**src/rtl/wc_tile_sequencer.sv**
```systemverilog
// rtl/wc_tile_sequencer.sv - tile issue sequencer for the fixed-latency Winograd core
// Credits cover FIFO entries plus tiles still inside the core, so a core result always has a slot.
module wc_tile_sequencer #(
    parameter int DW     = 10,
    parameter int NIN    = 9,
    parameter int NOUT   = 5,
    parameter int LAT    = 3,
    parameter int FDEPTH = 4,
    parameter int CNTW   = 16
) (
    input  logic                 clk,
    input  logic                 rst,
    input  logic                 start,
    input  logic [CNTW-1:0]      num_tiles,
    output logic                 busy,
    output logic                 done,
    input  logic                 in_valid,
    output logic                 in_ready,
    input  logic [DW*NIN-1:0]    in_data,
    output logic [DW*NIN-1:0]    core_d,
    input  logic [DW*NOUT-1:0]   core_z,
    output logic                 out_valid,
    input  logic                 out_ready,
    output logic [DW*NOUT-1:0]   out_data,
    output logic                 out_last
);
    localparam int AW = $clog2(FDEPTH);
    localparam int CW = $clog2(FDEPTH) + 1;
    localparam int ZW = DW * NOUT;

    typedef enum logic [1:0] {IDLE, RUN, DRAIN} state_t;

    state_t          state;
    logic [CNTW-1:0] total;
    logic [CNTW-1:0] issued;
    logic [CNTW-1:0] retired;
    logic [LAT:0]    vpipe;
    logic [ZW:0]     fifo_mem [FDEPTH];
    logic [AW-1:0]   wr_ptr;
    logic [AW-1:0]   rd_ptr;
    logic [CW-1:0]   fifo_count;
    logic [CW-1:0]   inflight;
    logic [CW-1:0]   credits;
    logic            issue;
    logic            push;
    logic            pop;

    always_comb begin
        inflight = '0;
        for (int i = 0; i <= LAT; i++) begin
            inflight = inflight + CW'(vpipe[i]);
        end
    end

    // inflight + fifo_count never exceeds FDEPTH, so this cannot go negative
    assign credits   = CW'(FDEPTH) - fifo_count - inflight;
    assign in_ready  = (state == RUN) && (issued < total) && (credits != '0);
    assign issue     = in_valid && in_ready;
    assign push      = vpipe[LAT];
    assign out_valid = (fifo_count != '0);
    assign pop       = out_valid && out_ready;
    assign out_data  = fifo_mem[rd_ptr][ZW-1:0];
    assign out_last  = out_valid && fifo_mem[rd_ptr][ZW];

    always_ff @(posedge clk) begin
        if (push) begin
            fifo_mem[wr_ptr] <= {(retired + CNTW'(1)) == total, core_z};
        end
    end

    always_ff @(posedge clk) begin
        if (rst) begin
            state      <= IDLE;
            busy       <= 1'b0;
            done       <= 1'b0;
            total      <= '0;
            issued     <= '0;
            retired    <= '0;
            vpipe      <= '0;
            core_d     <= '0;
            wr_ptr     <= '0;
            rd_ptr     <= '0;
            fifo_count <= '0;
        end else begin
            done  <= 1'b0;
            vpipe <= {vpipe[LAT-1:0], issue};
            if (issue) begin
                core_d <= in_data;
                issued <= issued + CNTW'(1);
            end
            if (push) begin
                wr_ptr  <= wr_ptr + AW'(1);
                retired <= retired + CNTW'(1);
            end
            if (pop) begin
                rd_ptr <= rd_ptr + AW'(1);
            end
            case ({push, pop})
                2'b10:   fifo_count <= fifo_count + CW'(1);
                2'b01:   fifo_count <= fifo_count - CW'(1);
                default: fifo_count <= fifo_count;
            endcase
            case (state)
                IDLE: begin
                    if (start) begin
                        total   <= num_tiles;
                        issued  <= '0;
                        retired <= '0;
                        if (num_tiles == '0) begin
                            done <= 1'b1;
                        end else begin
                            state <= RUN;
                            busy  <= 1'b1;
                        end
                    end
                end
                RUN: begin
                    if (issue && (issued + CNTW'(1)) == total) begin
                        state <= DRAIN;
                    end
                end
                DRAIN: begin
                    if (pop && out_last) begin
                        done  <= 1'b1;
                        busy  <= 1'b0;
                        state <= IDLE;
                    end
                end
                default: state <= IDLE;
            endcase
        end
    end

    always_ff @(posedge clk) begin
        if (!rst) begin
            assert (!(push && fifo_count == CW'(FDEPTH)));
        end
    end
endmodule
```
**config.mk**
```make
export PLATFORM = sky130hd
export DESIGN_NAME = wc_tile_sequencer
export DESIGN_NICKNAME = d
export VERILOG_FILES = /design/src/rtl/wc_tile_sequencer.sv
export SDC_FILE = /design/constraint.sdc
export NUM_CORES = 1
export LEC_CHECK = 0
export ABC_AREA = 1
export CAP_MARGIN = 10
export CELL_PAD_IN_SITES_DETAIL_PLACEMENT = 0
export CELL_PAD_IN_SITES_GLOBAL_PLACEMENT = 1
export CORE_MARGIN = 10
export CORE_UTILIZATION = 42
export CTS_BUF_LIST = sky130_fd_sc_hd__clkbuf_16
export DETAILED_ROUTE_END_ITERATION = 8
export PLACE_DENSITY_LB_ADDON = 0.1
export SYNTH_ARGS = -nofsm -noshare
export SYNTH_HDL_FRONTEND = slang
export SYNTH_SLANG_ARGS = --single-unit
```
**constraint.sdc**
```tcl
create_clock -name clk -period 6.4 [get_ports clk]
set_clock_uncertainty 0.15 [all_clocks]
set_input_delay 0.96 -clock clk [delete_from_list [all_inputs] [get_ports clk]]
set_output_delay 0.96 -clock clk [all_outputs]
set_load 0.01 [all_outputs]
```
==> impl_metrics.csv, run 1 <==
group,metric,value,unit
min_path,hold_path.class,"reg -> reg",
clocking,cts_max_path_buffers,3,
sta,fmax,0.215,GHz
setup_path,crit_family,"buffers and inverters",
yosys,synth_seq_cells,359,
place,routabilityCongestion,0.838,
clocking,cts_sinks,359,
setup_path,crit_required,5.29,ns
sta,whs,0.278,ns
yosys,syn_nets,1699,
place,post-dp-hpwl,28500,µm
route,vias_per_cell,5.04,
power_and_ir_drop,pwr-share-comb,10.4,%
finish,stdcell_count,2278,
floorplanning,core_region_area,0.0345,mm²
clocking,clk_latency,0.54,ns
sta,relSlewSlack,26.4,%
sta,tns,0,ns
setup_path,crit_path_max_fanout,103,
grt,overflow,0,
power_and_ir_drop,p_leak,0.00724,µW
sta,period_minus_slack,4.66,ns
route,drtPass1Iterations,5,
clocking,clk_pin_slew_worst_paths,0.05,ns
setup_path,critPathKind,"reg -> out",
yosys,yosys.area.top_type,"edfxtp_1",
route,num_vias,11500,
floorplanning,die_area,0.0429,mm²
flow_run,cap_violations,0,
floorplanning,start_util,42.6,%
finish,fin_area,0.0193,mm²
clocking,h-tree-depth,2,
grt,grt_pass1_wl,65400,µm
setup_path,cp.buffers_inverters,3,
setup_path,max_stage_delay,1.00,ns
yosys,synth_top_area_share,41.6,%
yosys,synthFlopType,"edfxtp_1",
yosys,synth-async-reset-ratio,0,%
setup_path,crit_chain,"inv_2, buf_4, o21ai_0, o22ai_1, clkdlybuf4s50_1",
sta,period_share,72.8,%
setup_path,cp-start-kind,"register",
finish,layout-drive-gt1-share,5.00,%
clocking,hold_buffers,0,
route,drt-total-wl,42200,µm
power_and_ir_drop,power_density,272,mW/mm²
setup_path,crit_path_end_kind,"output port",
route,postRouteAntennaNets,0,
clocking,cts_buffers,40,
power_and_ir_drop,p_clk_share,40.9,%
setup_path,slowest_stage,"dfxtp_4",
clocking,cts-resized-gates,0,
yosys,yosys-top-cells-area,"edfxtp_1 (42%), dfxtp_1 (21%), nor2_1 (8.4%), o21ai_0 (7.7%), nand2_1 (3.8%)",
grt,antenna_found_initial,2,
grt,grt_pass1_vias,11300,
power_and_ir_drop,swShare,23.5,%
route,drt_iter0_drc,630,
clocking,post_cts_buffers,0,
route,drc_errors,0,
clocking,clockRootBuffer,"clkbuf_16",
yosys,syn_area,0.0147,mm²
finish,fin_nets,1980,
yosys,synth_cell_type_count,40,
clocking,cts_tree,"yes",
route,wl_per_cell,18.5,µm
yosys,syn_inst,1508,
yosys,synth-edff-count,204,
floorplanning,rows,68,
power_and_ir_drop,power_frac_seq,48.7,%
setup_path,cp.arrival,3.55,ns
status,status,"finished clean",
floorplanning,io_pins,306,
yosys,synth_seq_area_share,62.7,%
yosys,syn_area_per_cell,9.76,µm²
grt,grtUsageTotal,18.8,%
place,dp.cells,2202,
place,placed_area,0.0181,mm²
sta,setup_viol,0,
sta,worst_slew_pin_slew,1.10,ns
yosys,ys_warn_count,0,
floorplanning,die_w,207,µm
power_and_ir_drop,peakVddDrop,169,µV
power_and_ir_drop,p_switching,1240,µW
sta,rsz0062_at_grt,"no",
grt,grt_max_degree,112,
finish,area_delta_synth_final,31.4,%
floorplanning,fp.dieH,207,µm
place,port_buffers,305,
sta,final-hold-violation-count,0,
sta,maxSlewViolCount,0,
power_and_ir_drop,internal_power,4030,µW
==> layer usage <==
layer / vias up / global-route usage (%) / wire (µm)
li1: 5766 / - / -
met1: 5382 / 23.4 / 18200
met2: 280 / 31.6 / 20500
met3: 50 / 4.93 / 2720
met4: 0 / 4.79 / 818
met5: - / 0 / 0
==> metrics by stage <==
step / total power (µW) / worst slack (ns) / utilization, %
finish: 5270 / 1.74 / 56.0
global route: 5460 / 1.42 / 56.0
CTS: 5330 / 1.70 / 56.0
detailed placement: 3170 / 2.28 / 52.4
global placement: 3160 / 2.33 / 52.4
floorplan: 2840 / 3.39 / -
==> state kept, by name (all words and copies together), names as in the netlist, named ones only <==
signal / flops
total: 16
retired: 16
fifo_mem: 204
vpipe: 4
done: 1
fifo_count: 3
issued: 16
busy: 1
wr_ptr: 2
core_d: 90
rd_ptr: 2
state: 2
==> Yosys cell counts, types with 3 or more instances <==
| master | count |
|---|---|
| clkbuf_1 | 57 |
| a21oi_1 | 62 |
| nand2_2 | 3 |
| dfxtp_1 | 155 |
| inv_1 | 82 |
| o211ai_1 | 5 |
| nor2_2 | 4 |
| nor4_1 | 6 |
| a211oi_1 | 3 |
| buf_4 | 10 |
| buf_2 | 8 |
| nand3b_1 | 4 |
| ha_1 | 28 |
| o21bai_1 | 4 |
| nand2_1 | 149 |
| nand3_1 | 45 |
| nand4_1 | 15 |
| nor2_4 | 5 |
| or2_2 | 3 |
| o21ai_0 | 228 |
| inv_2 | 3 |
| o21ai_1 | 19 |
| edfxtp_1 | 204 |
| o22ai_1 | 50 |
| xor2_1 | 4 |
| nor2_1 | 331 |
==> power groups by stage <==
stage | combinational [µW] | sequential, µW | clock, µW
2_1_floorplan | 212 | 2630 | 0
3_3_place_gp | 552 | 2610 | 0
3_5_place_dp | 554 | 2610 | 0
4_1_cts | 557 | 2560 | 2210
5_1_grt | 605 | 2570 | 2280
6_report | 549 | 2570 | 2150
==> cell families after synthesis <==
| kind of cell | Yosys count | synth area share (%) |
|---|---|---|
| XOR/XNOR | 7 | 0.510 |
| buffers and inverters | 165 | 4.60 |
| adder cells (fa/ha/maj) | 30 | 2.65 |
| AND/OR/NAND/NOR | 572 | 16.1 |
| flip-flops | 359 | 62.7 |
| AO/OA/AOI/OAI | 375 | 13.4 |
==> placed cells by master (no fill, tap or decap), types with 2 or more instances in the layout <==
cell type | Yosys | layout
o211ai_1 | 5 | 5
o21ai_1 | 19 | 19
edfxtp_1 | 204 | 204
o22ai_1 | 50 | 50
nand2_2 | 3 | 3
nor2_4 | 5 | 5
clkinv_2 | 0 | 3
nor2_1 | 331 | 331
a21oi_1 | 62 | 62
o21ai_0 | 228 | 228
a211oi_1 | 3 | 3
nand2_1 | 149 | 149
nand3b_1 | 4 | 4
or2_2 | 3 | 3
inv_2 | 3 | 9
inv_1 | 82 | 87
bufinv_16 | 0 | 2
xor2_1 | 4 | 4
fa_1 | 2 | 2
buf_4 | 10 | 14
nor2_2 | 4 | 4
nor3_1 | 2 | 2
ha_1 | 28 | 28
clkdlybuf4s50_1 | 0 | 305
clkinv_1 | 0 | 15
nand4_2 | 2 | 2
a31oi_1 | 2 | 2
nand3_1 | 45 | 45
nor4_1 | 6 | 6
diode_2 | 0 | 2
inv_16 | 0 | 2
clkbuf_16 | 0 | 41
nand4_1 | 15 | 15
o21bai_1 | 4 | 4
xnor2_1 | 2 | 2
dfxtp_1 | 155 | 154
==> worst paths after layout <==
check             startpoint  cells past startpoint            to  slack [ns]
hold / removal      vpipe[1]                      2      vpipe[2]        0.28
setup / recovery    register                      5  out_data[15]        1.74
hold reg to reg     vpipe[1]                      2      vpipe[2]        0.28
setup reg to reg    vpipe[3]                     14      state[0]        2.50
==> worst reg2reg max path, cell delays in order (launching register included) <==
cell     delay, ns
dfxtp_1       0.30
buf_4         0.32
ha_1          0.31
fa_1          0.48
inv_1         0.05
ha_1          0.18
ha_1          0.27
nor2_1        0.04
nand3_1       0.09
nand4_2       0.18
nor2_4        0.14
buf_4         0.83
nand3_1       0.25
nand2_1       0.11
a21oi_1       0.06
==> cell type report <==
type	instances	area (µm²)
Sequential cell	359	9230
Clock inverter	33	213
Antenna cell	2	5.00
Timing Repair Buffer	319	3160
Clock buffer	41	1030
Fill cell	3083	15200
Inverter	85	319
Multi-Input combinational cell	984	4820
Tap cell	455	569
No activity file was read; power rests on OpenSTA's default activity.
==> inputs of run 2 (changes only) <==
Settings changed: CORE_UTILIZATION 42 to 39.
Clock period 6.4 ns to 4.59 ns, I/O delays scaled along.
==> run 2 against run 1 <==
- cell count is 2.5% higher
- setup slack worse by 1.0 ns
- utilization is 4.1 points lower
- hold slack better by 0.0072 ns
- global-route usage is 0.45 points lower
- largest cell class unchanged
- highest routed layer is now met5
==> impl_metrics.csv, run 2 (synthesis results as in run 1) <==
group,metric,value,unit
floorplanning,start_util,39.3,%
flow_run,cap_violations,0,
sta,period_minus_slack,3.89,ns
sta,maxSlewViolCount,0,
route,wl_per_cell,18.4,µm
power_and_ir_drop,p_leak,0.00725,µW
route,postRouteAntennaNets,0,
grt,globalRouteMet2Util,29.6,%
finish,area_delta_synth_final,32.2,%
power_and_ir_drop,pwr-share-comb,10.5,%
clocking,post_cts_buffers,0,
power_and_ir_drop,power_frac_seq,48.5,%
floorplanning,core_region_area,0.0375,mm²
route,drt-total-wl,42900,µm
grt,grtUsageTotal,18.3,%
grt,use_met3,4.92,%
setup_path,critPathKind,"reg -> out",
sta,worst_slew_pin_slew,1.08,ns
power_and_ir_drop,peakVddDrop,233,µV
floorplanning,io_pins,306,
clocking,cts_max_path_buffers,3,
floorplanning,fp.dieH,214,µm
route,vias_per_cell,4.93,
sta,rsz0062_at_grt,"no",
clocking,clockRootBuffer,"clkbuf_16",
clocking,cts_sinks,359,
power_and_ir_drop,p_clk_share,41.1,%
clocking,hold_buffers,0,
power_and_ir_drop,power_density,379,mW/mm²
route,num_vias,11500,
setup_path,crit_path_max_fanout,2,
route,drtPass1Iterations,5,
grt,grtUsageMet1,23.5,%
floorplanning,die_area,0.0459,mm²
grt,grt_pass1_vias,11300,
power_and_ir_drop,p_switching,1730,µW
grt,grt.busiest_layer,"met2",
floorplanning,die_w,214,µm
setup_path,cp-start-kind,"register",
place,dp.cells,2258,
sta,tns,0,ns
route,drc_errors,0,
finish,stdcell_count,2334,
finish,final_common_cell,"nor2_1",
finish,top_regs,"fifo_mem (204), core_d (90)",
finish,largest_register_ffs,204,
power_and_ir_drop,swShare,23.5,%
power_and_ir_drop,finalPower,7380,µW
setup_path,crit_path_end_kind,"output port",
grt,antenna_found_initial,3,
place,post-dp-hpwl,29300,µm
setup_path,crit_required,3.75,ns
finish,regMostFlops,"fifo_mem",
sta,period_share,84.7,%
route,drt_iter0_drc,644,
place,routabilityCongestion,0.815,
clocking,cts_buffers,40,
power_and_ir_drop,internal_power,5640,µW
min_path,hold_path.class,"reg -> reg",
sta,final-hold-violation-count,0,
sta,setup_viol,0,
floorplanning,rows,71,
setup_path,cp.arrival,3.05,ns
finish,final_util,51.9,%
sta,fmax,0.257,GHz
place,port_buffers,305,
clocking,clk_latency,0.55,ns
finish,layout-drive-gt1-share,5.33,%
clocking,cts-resized-gates,0,
grt,overflow,0,
clocking,clk_pin_slew_worst_paths,0.05,ns
grt,grt_pass1_wl,66900,µm
finish,fin_nets,1980,
status,status,"finished clean",
clocking,cts_tree,"yes",
grt,grt_max_degree,112,
sta,relSlewSlack,27.9,%
clocking,h-tree-depth,2,
finish,final_cell_mix,"nor2_1 (331), clkdlybuf4s50_1 (305), o21ai_0 (228), edfxtp_1 (204), dfxtp_1 (154)",
## run 2: cell types whose count changed in the layout (fill, tap and decap cells not counted), sizes merged
cell	before	now
clkinvlp	0	5
inv	98	99
diode	2	3
clkinv	18	11
clkbuf	41	40
bufinv	2	3
## run 2: final timing paths
kind                            slack [ns]  cells past startpoint        to      from
worst max register to register        1.12                     13  state[0]  vpipe[1]
worst min-delay path                  0.29                      2  vpipe[1]  vpipe[0]
worst min register to register        0.29                      2  vpipe[1]  vpipe[0]
worst max-delay path                  0.70                     10  in_ready  vpipe[1]
## run 2: layout make-up
| cell class | count | area (µm²) |
|---|---|---|
| sequential | 359 | 9230 |
| inverter | 85 | 319 |
| fill | 3444 | 18000 |
| tap | 511 | 639 |
| antenna | 3 | 7.51 |
| multi-input combinational | 984 | 4820 |
| timing repair buffer | 319 | 3200 |
| clock inverter | 33 | 248 |
| clock buffer | 40 | 1000 |
## run 2: metrics by stage
step	hold WS [ns]	setup slack, ns	area [µm²]
6_report	0.285	0.703	19500
5_1_grt	0.323	0.549	19500
4_1_cts	0.290	0.639	19500
3_5_place_dp	0.283	1.07	18200
3_3_place_gp	0.279	1.12	18200
2_1_floorplan	0.257	1.86	14700
## run 2: critical path: stages (launching register included)
cell and delay, ns:
dfxtp_1 0.32, ha_1 0.31, fa_1 0.49, inv_1 0.05, ha_1 0.17, ha_1 0.27, nor2_1 0.04, nand3_1 0.08
nand4_2 0.13, inv_1 0.09, clkdlybuf4s50_1 0.58
## run 2: per-layer routing
layer,vias up,routed length (µm),share of wire [%]
li1,5768,-,-
met1,5400,19000,44
met2,282,20100,47
met3,65,2770,6.5
met4,2,1040,2.4
met5,-,9,0.021
## run 2: power groups by stage
| stage | clock [µW] | sequential [µW] | combinational [µW] |
|---|---|---|---|
| 2_1_floorplan | 0 | 3660 | 295 |
| 5_1_grt | 3260 | 3590 | 852 |
| 3_5_place_dp | 0 | 3640 | 780 |
| 6_report | 3030 | 3580 | 772 |
| 4_1_cts | 3120 | 3570 | 784 |
| 3_3_place_gp | 0 | 3640 | 777 |
